[src/rtl/rll_key_loader_if.sv]
// Serial key-load bus between the secure key store and the RLL key loader.
// Handshake: a key bit transfers on a rising clk edge where bit_valid and bit_ready are both 1.
interface rll_key_loader_if #(
    parameter int KEY_W = 16
) ();
    logic             load_req;
    logic             zeroize;
    logic             bit_valid;
    logic             key_bit;
    logic             bit_ready;
    logic             busy;
    logic [KEY_W-1:0] key_out;
    logic             key_valid;
    logic             load_err;

    modport master (
        output load_req, zeroize, bit_valid, key_bit,
        input  bit_ready, busy, key_out, key_valid, load_err
    );

    modport slave (
        input  load_req, zeroize, bit_valid, key_bit,
        output bit_ready, busy, key_out, key_valid, load_err
    );
endinterface

[src/rtl/rll_key_loader.sv]
// Loads the logic-locking key serially (MSB first) into a shadow register, optionally checks
// even parity, and commits it to key_out in one step so the locked core never sees a partial key.
module rll_key_loader #(
    parameter int KEY_W     = 16,
    parameter bit PARITY_EN = 1'b1,
    parameter int TIMEOUT   = 255
) (
    input  logic                clk,
    input  logic                rst,
    rll_key_loader_if.slave     bus,
    output logic [2:0]          dbg_state
);
    localparam int CW = $clog2(KEY_W + 1);
    localparam int TW = $clog2(TIMEOUT + 1);
    localparam logic [CW-1:0] LAST_BIT = CW'(KEY_W - 1);
    localparam logic [TW-1:0] TMO_MAX  = TW'(TIMEOUT);

    typedef enum logic [2:0] {
        IDLE   = 3'd0,
        SHIFT  = 3'd1,
        PARITY = 3'd2,
        COMMIT = 3'd3,
        ERR    = 3'd4
    } state_t;

    state_t           state, state_nx;
    logic [KEY_W-1:0] shadow;
    logic [CW-1:0]    bit_cnt;
    logic [TW-1:0]    tmo_cnt;
    logic             accept;
    logic             tmo_hit;
    logic             par_bad;

    assign accept    = bus.bit_valid & bus.bit_ready;
    assign tmo_hit   = (tmo_cnt == TMO_MAX);
    assign par_bad   = (^shadow) ^ bus.key_bit;
    assign dbg_state = state;

    always_comb begin
        state_nx = state;
        case (state)
            IDLE: begin
                if (bus.load_req) state_nx = SHIFT;
            end
            SHIFT: begin
                if (accept) begin
                    if (bit_cnt == LAST_BIT) state_nx = PARITY_EN ? PARITY : COMMIT;
                end else if (tmo_hit) begin
                    state_nx = ERR;
                end
            end
            PARITY: begin
                if (accept)       state_nx = par_bad ? ERR : COMMIT;
                else if (tmo_hit) state_nx = ERR;
            end
            COMMIT:  state_nx = IDLE;
            ERR:     state_nx = IDLE;
            default: state_nx = IDLE;
        endcase
        if (bus.zeroize) state_nx = IDLE;
    end

    // bit_ready/busy are registered from the next state so they line up with the state register.
    always_ff @(posedge clk or posedge rst) begin
        if (rst) begin
            state         <= IDLE;
            shadow        <= '0;
            bit_cnt       <= '0;
            tmo_cnt       <= '0;
            bus.key_out   <= '0;
            bus.key_valid <= 1'b0;
            bus.load_err  <= 1'b0;
            bus.bit_ready <= 1'b0;
            bus.busy      <= 1'b0;
        end else begin
            state         <= state_nx;
            bus.bit_ready <= (state_nx == SHIFT) || (state_nx == PARITY);
            bus.busy      <= (state_nx != IDLE);
            if (bus.zeroize) begin
                shadow        <= '0;
                bit_cnt       <= '0;
                tmo_cnt       <= '0;
                bus.key_out   <= '0;
                bus.key_valid <= 1'b0;
                bus.load_err  <= 1'b0;
            end else begin
                case (state)
                    IDLE: begin
                        if (bus.load_req) begin
                            shadow        <= '0;
                            bit_cnt       <= '0;
                            tmo_cnt       <= '0;
                            bus.key_valid <= 1'b0;
                            bus.load_err  <= 1'b0;
                        end
                    end
                    SHIFT, PARITY: begin
                        if (accept) begin
                            if (state == SHIFT) begin
                                shadow  <= {shadow[KEY_W-2:0], bus.key_bit};
                                bit_cnt <= bit_cnt + 1'b1;
                            end
                            tmo_cnt <= '0;
                        end else if (!tmo_hit) begin
                            tmo_cnt <= tmo_cnt + 1'b1;
                        end
                    end
                    COMMIT: begin
                        bus.key_out   <= shadow;
                        bus.key_valid <= 1'b1;
                    end
                    ERR: begin
                        bus.key_out   <= '0;
                        bus.key_valid <= 1'b0;
                        shadow        <= '0;
                        bus.load_err  <= 1'b1;
                    end
                    default: ;
                endcase
            end
        end
    end
endmodule

[src/flat_wrapper.sv]
// flat-port wrapper written by rule: the top's interface ports become plain ports
module rll_key_loader_flat 
#(
    parameter int KEY_W     = 16,
    parameter bit PARITY_EN = 1'b1,
    parameter int TIMEOUT   = 255
)
  (clk, rst, dbg_state, bus_load_req, bus_zeroize, bus_bit_valid, bus_key_bit, bus_bit_ready, bus_busy, bus_key_out, bus_key_valid, bus_load_err);
  rll_key_loader_if #(.KEY_W(KEY_W)) bus_i ();
  input  logic clk;
  input  logic rst;
  output logic [2:0] dbg_state;
  input wire logic [$bits(bus_i.load_req)-1:0] bus_load_req;
  input wire logic [$bits(bus_i.zeroize)-1:0] bus_zeroize;
  input wire logic [$bits(bus_i.bit_valid)-1:0] bus_bit_valid;
  input wire logic [$bits(bus_i.key_bit)-1:0] bus_key_bit;
  output wire logic [$bits(bus_i.bit_ready)-1:0] bus_bit_ready;
  output wire logic [$bits(bus_i.busy)-1:0] bus_busy;
  output wire logic [$bits(bus_i.key_out)-1:0] bus_key_out;
  output wire logic [$bits(bus_i.key_valid)-1:0] bus_key_valid;
  output wire logic [$bits(bus_i.load_err)-1:0] bus_load_err;
  assign bus_i.load_req = bus_load_req;
  assign bus_i.zeroize = bus_zeroize;
  assign bus_i.bit_valid = bus_bit_valid;
  assign bus_i.key_bit = bus_key_bit;
  assign bus_bit_ready = bus_i.bit_ready;
  assign bus_busy = bus_i.busy;
  assign bus_key_out = bus_i.key_out;
  assign bus_key_valid = bus_i.key_valid;
  assign bus_load_err = bus_i.load_err;
  rll_key_loader #(.KEY_W(KEY_W), .PARITY_EN(PARITY_EN), .TIMEOUT(TIMEOUT)) u_core (.clk(clk), .rst(rst), .bus(bus_i), .dbg_state(dbg_state));
endmodule
[config.mk]
export PLATFORM = sky130hd
export DESIGN_NAME = rll_key_loader_flat
export DESIGN_NICKNAME = d
export VERILOG_FILES = /design/src/rtl/rll_key_loader_if.sv /design/src/rtl/rll_key_loader.sv /design/src/flat_wrapper.sv
export SDC_FILE = /design/constraint.sdc
export NUM_CORES = 1
export LEC_CHECK = 0
export ABC_AREA = 1
export CORE_MARGIN = 4
export CORE_UTILIZATION = 44
export CTS_CLUSTER_DIAMETER = 80
export CTS_CLUSTER_SIZE = 20
export DETAILED_ROUTE_END_ITERATION = 7
export HOLD_SLACK_MARGIN = 0.08
export PLACE_DENSITY = 0.65
export SLEW_MARGIN = 20
export SYNTH_ARGS = -nofsm -noshare
export SYNTH_HDL_FRONTEND = slang
export SYNTH_SLANG_ARGS = --single-unit
[constraint.sdc]
create_clock -name clk -period 2.1 [get_ports clk]
set_input_delay 0.42 -clock clk [delete_from_list [all_inputs] [get_ports clk]]
set_output_delay 0.42 -clock clk [all_outputs]
set_load 0.05 [all_outputs]
==> flow_metrics.py <==
metrics = {
    "setup_path": {
        "r2r-start": "u_core.tmo_cnt[1]",
        "critPathKind": "flip-flop to primary output",
        "setup.reg_to_reg.worst_slack_ns": 0.16,
        "timing.critical_path.arrival_ns": 1.62,
        "cp_num_buf_inv": 1,
        "start_kind": "flip-flop",
        "cp_cell_sequence": "clkdlybuf4s50_1",
        "crit_family": "buffers and inverters",
        "worst_setup_path_end_kind": "primary output",
        "r2r.worst_path.cells": 14,
        "worstReg2RegEnd": "u_core.bus.busy",
        "critical_path_required_ns": 1.68,
        "slowest_delay_ns": 0.85,
        "timing.critical_path.slowest_stage_cell": "sky130_fd_sc_hd__clkdlybuf4s50_1",
        "worstPathMaxFanout": 6,
        "worst-path-stages": 1,
    },
    "timing": {
        "finalWorstSetupSlack_ns": 0.05779,
        "report.final.hold_viol_count": 0,
        "period_needed_ns": 2.042,
        "clock_skew_ns": 0.01202,
        "fmaxAchievable_mhz": 489.7,
        "worstMarginPinSlew_ns": 0.5289,
        "setup_viol": 0,
        "rsz0062_at_grt": "yes",
        "max_slew_margin_pct": 64.63,
        "slew_viol_final": 0,
        "final.period_utilization_pct": 97.25,
    },
    "global_route": {
        "grt_start_max_net_pins": 53,
        "grt_pass1_wl_um": 11370,
        "grt_util_all_layers_pct": 17.04,
        "grt_antenna_before_repair": 0,
        "gr-total-overflow": 0,
        "first_global_vias": 2453,
    },
    "layout": {
        "fillerInstances": 603,
        "drive_above_1_share_pct": 20.53,
        "seqCellArea_mm2": 0.001301,
        "final_util_pct": 55.78,
        "finalNetCount": 422,
        "area_growth_from_synthesis_to_layout_pct": 21.47,
        "multi_input_logic_area_mm2": 0.001385,
        "antenna_cells_inserted": 0,
    },
    "synth": {
        "yosys.area.top_type_share_pct": 44.12,
        "ys_ff_latch": 52,
        "synth.distinct_cells": 35,
        "yosys_warnings": 0,
        "post_synth_instance_area_mm2": 0.002949,
        "netlist_top_cells_area": "sky130_fd_sc_hd__dfrtp_1 (44%), sky130_fd_sc_hd__nand2_1 (13%), sky130_fd_sc_hd__inv_1 (6.2%), sky130_fd_sc_hd__o21ai_2 (5.3%), sky130_fd_sc_hd__nand3_2 (5.1%)",
        "syn-mean-instance-area_um2": 8.058,
        "synth.net_count": 375,
        "yosysSeqAreaShare_pct": 44.12,
        "netlist_instances": 366,
        "synth_largest_area_cell": "sky130_fd_sc_hd__dfrtp_1",
    },
    "pwr": {
        "p_int_uw": 1363,
        "power_frac_clock_pct": 31.9,
        "seq_power_share_pct": 54.7,
        "p_leak_uw": 0.001736,
        "power_density_mw_per_mm2": 519.5,
        "p_sw_share_pct": 26.74,
        "power_switching_uw": 497.7,
        "max-vdd-ir-drop_mv": 0.3253,
        "combPwrFrac_pct": 13.5,
    },
    "die": {
        "std_cell_rows": 29,
        "floorplan.die.height_um": 89.87,
        "die_x_um": 89.87,
        "top_level_ports": 29,
        "die-area_mm2": 0.008077,
        "placeableCoreArea_mm2": 0.006422,
        "floorplan.initialDensity_pct": 45.92,
    },
    "routing": {
        "route.antenna.remaining_nets": 0,
        "detail_route.drc_violations": 0,
        "via_count": 2443,
        "firstDrtPassIters": 4,
        "routedWlPerCell_um": 13.03,
        "initialDrtViolationCount": 172,
        "routed_wl_um": 6398,
        "vias_per_cell": 4.976,
    },
    "worst_hold_path": {
        "hp-class": "input pin to asynchronous set/reset pin",
    },
    "clock_network": {
        "cts_tree": "built",
        "path_clk_slew_ns": 0.08,
        "cts.root.buffer_cell": "sky130_fd_sc_hd__clkbuf_8",
        "cts_hold_repair.buffers": 0,
        "cts-buffers-inserted": 5,
        "tritoncts_num_sinks": 52,
        "clockBufferDepth": 2,
        "clk_latency_ns": 0.31,
        "h-tree-depth": 2,
    },
    "run_status": {
        "outcome": "finished clean",
    },
    "flow_run": {
        "cap_viol_max_count": 0,
    },
    "place": {
        "port-buffer-count": 28,
        "hpwl_um": 4770,
        "gpl.final_weighted_congestion": 0.8932,
        "dpl_worst_slack_ns": -0.07462,
    },
}
-- cell families after synthesis --
| logic type | after synthesis | share of synthesized area [%] |
|---|---|---|
| simple gates | 168 | 27.92 |
| buf+inv | 65 | 9.673 |
| flops | 52 | 44.12 |
| mux | 1 | 0.3394 |
| fa+ha+maj | 3 | 1.273 |
| compound gates | 75 | 16.08 |
| xor+xnor | 2 | 0.5941 |
-- synth_stat cells --
cell / instances
sky130_fd_sc_hd__a21oi_2: 2
sky130_fd_sc_hd__inv_4: 1
sky130_fd_sc_hd__nand3_2: 15
sky130_fd_sc_hd__inv_2: 4
sky130_fd_sc_hd__nor3_2: 2
sky130_fd_sc_hd__buf_6: 5
sky130_fd_sc_hd__o21ai_0: 18
sky130_fd_sc_hd__nand2_2: 2
sky130_fd_sc_hd__a21oi_1: 24
sky130_fd_sc_hd__nand2_1: 99
sky130_fd_sc_hd__or2_0: 1
sky130_fd_sc_hd__o21ai_2: 18
sky130_fd_sc_hd__nor2_1: 13
sky130_fd_sc_hd__nor2_8: 1
sky130_fd_sc_hd__clkbuf_1: 4
sky130_fd_sc_hd__o22ai_1: 1
sky130_fd_sc_hd__nor2_4: 1
sky130_fd_sc_hd__inv_1: 49
sky130_fd_sc_hd__mux2i_1: 1
sky130_fd_sc_hd__ha_1: 3
sky130_fd_sc_hd__nor3_1: 6
sky130_fd_sc_hd__o21ai_1: 5
sky130_fd_sc_hd__a22o_1: 1
sky130_fd_sc_hd__a31oi_1: 1
sky130_fd_sc_hd__dfrtp_1: 52
sky130_fd_sc_hd__buf_2: 1
sky130_fd_sc_hd__a22oi_2: 1
sky130_fd_sc_hd__xnor2_1: 1
sky130_fd_sc_hd__clkinv_1: 1
sky130_fd_sc_hd__xor2_1: 1
sky130_fd_sc_hd__nand2_4: 2
sky130_fd_sc_hd__o31ai_1: 1
sky130_fd_sc_hd__a22oi_1: 1
sky130_fd_sc_hd__nand3_1: 26
sky130_fd_sc_hd__o21a_1: 2
-- timing repair --
item                       4_1_cts  5_1_grt
resized for setup                0        5
setup buffers                    0        3
setup endpoints to repair        0        6
-- per-layer routing --
layer	GRT usage (%)	up-vias	part of all wire (%)
met2	28.32	38	48
met3	3.923	10	3.7
met1	22.11	1120	47
met4	5.357	0	1.5
li1	-	1275	-
met5	0	-	0
-- power by group through the flow --
| stage | Clock (uW) | Sequential (uW) | Combinational, uW |
|---|---|---|---|
| 2_1_floorplan | 0 | 1050 | 152 |
| 5_1_grt | 653 | 1020 | 279 |
| 3_3_place_gp | 0 | 1040 | 248 |
| 4_1_cts | 619 | 1020 | 251 |
| 3_5_place_dp | 0 | 1040 | 250 |
| 6_report | 593 | 1020 | 250 |
-- registers in the layout, indices dropped and copies added (netlist names) --
name	flops
u_core.bus.key_out	16
u_core.bus.busy	1
u_core.tmo_cnt	8
u_core.bit_cnt	5
u_core.shadow	16
u_core.bus.load_err	1
u_core.bus.key_valid	1
u_core.bus.bit_ready	1
u_core.dbg_state	3
-- cell type report --
class                           count  area share [%]
Clock buffer                        6           2.305
Clock inverter                      2          0.2794
Inverter                           55           5.833
Multi-Input combinational cell    249           38.67
Sequential cell                    52           36.33
Tap cell                           77           2.689
Timing Repair Buffer               50           13.90
-- layout by cell type (no fill, tap or decap), types with 2 or more instances in the layout --
cell type	count
sky130_fd_sc_hd__o21a_1	2
sky130_fd_sc_hd__o21ai_0	18
sky130_fd_sc_hd__nand3_1	26
sky130_fd_sc_hd__nand2_4	2
sky130_fd_sc_hd__nand3_2	15
sky130_fd_sc_hd__nor3_2	3
sky130_fd_sc_hd__o21ai_2	18
sky130_fd_sc_hd__ha_1	2
sky130_fd_sc_hd__inv_1	48
sky130_fd_sc_hd__buf_12	4
sky130_fd_sc_hd__clkdlybuf4s50_1	27
sky130_fd_sc_hd__nor3_1	5
sky130_fd_sc_hd__nand2_2	3
sky130_fd_sc_hd__nand2_1	98
sky130_fd_sc_hd__inv_2	5
sky130_fd_sc_hd__clkinv_2	2
sky130_fd_sc_hd__a21oi_1	24
sky130_fd_sc_hd__nor2_2	2
sky130_fd_sc_hd__o21ai_1	5
sky130_fd_sc_hd__dfrtp_1	52
sky130_fd_sc_hd__nor2_1	11
sky130_fd_sc_hd__buf_4	18
sky130_fd_sc_hd__clkbuf_8	6
-- metrics by stage --
stage / power (uW) / instances / hold WS (ns) / area [um2] / setup TNS [ns]
global route: 1951 / 491 / 0.5030 / 3582 / -0.03594
floorplan: 1204 / 366 / 0.4743 / 2949 / 0
detailed placement: 1288 / 480 / 0.5056 / 3455 / -0.1052
finish: 1861 / 491 / 0.4831 / 3582 / 0
global placement: 1285 / 480 / 0.4954 / 3455 / -0.03858
CTS: 1888 / 488 / 0.4845 / 3547 / 0
-- how the worst max path moves through the flow --
| stage | start | to | slack (ns) |
|---|---|---|---|
| floorplan | u_core.dbg_state[0] | u_core.shadow[3] | 0.13 |
| global placement | bus_key_bit | u_core.bus.busy | -0.04 |
| detailed placement | bus_key_bit | u_core.bus.busy | -0.07 |
| CTS | u_core.dbg_state[2] | dbg_state[2] | 0.01 |
| global route | u_core.tmo_cnt[1] | u_core.bus.busy | -0.04 |
| finish | u_core.dbg_state[0] | dbg_state[0] | 0.06 |
Note: power is estimated with default switching activity, not from simulation.
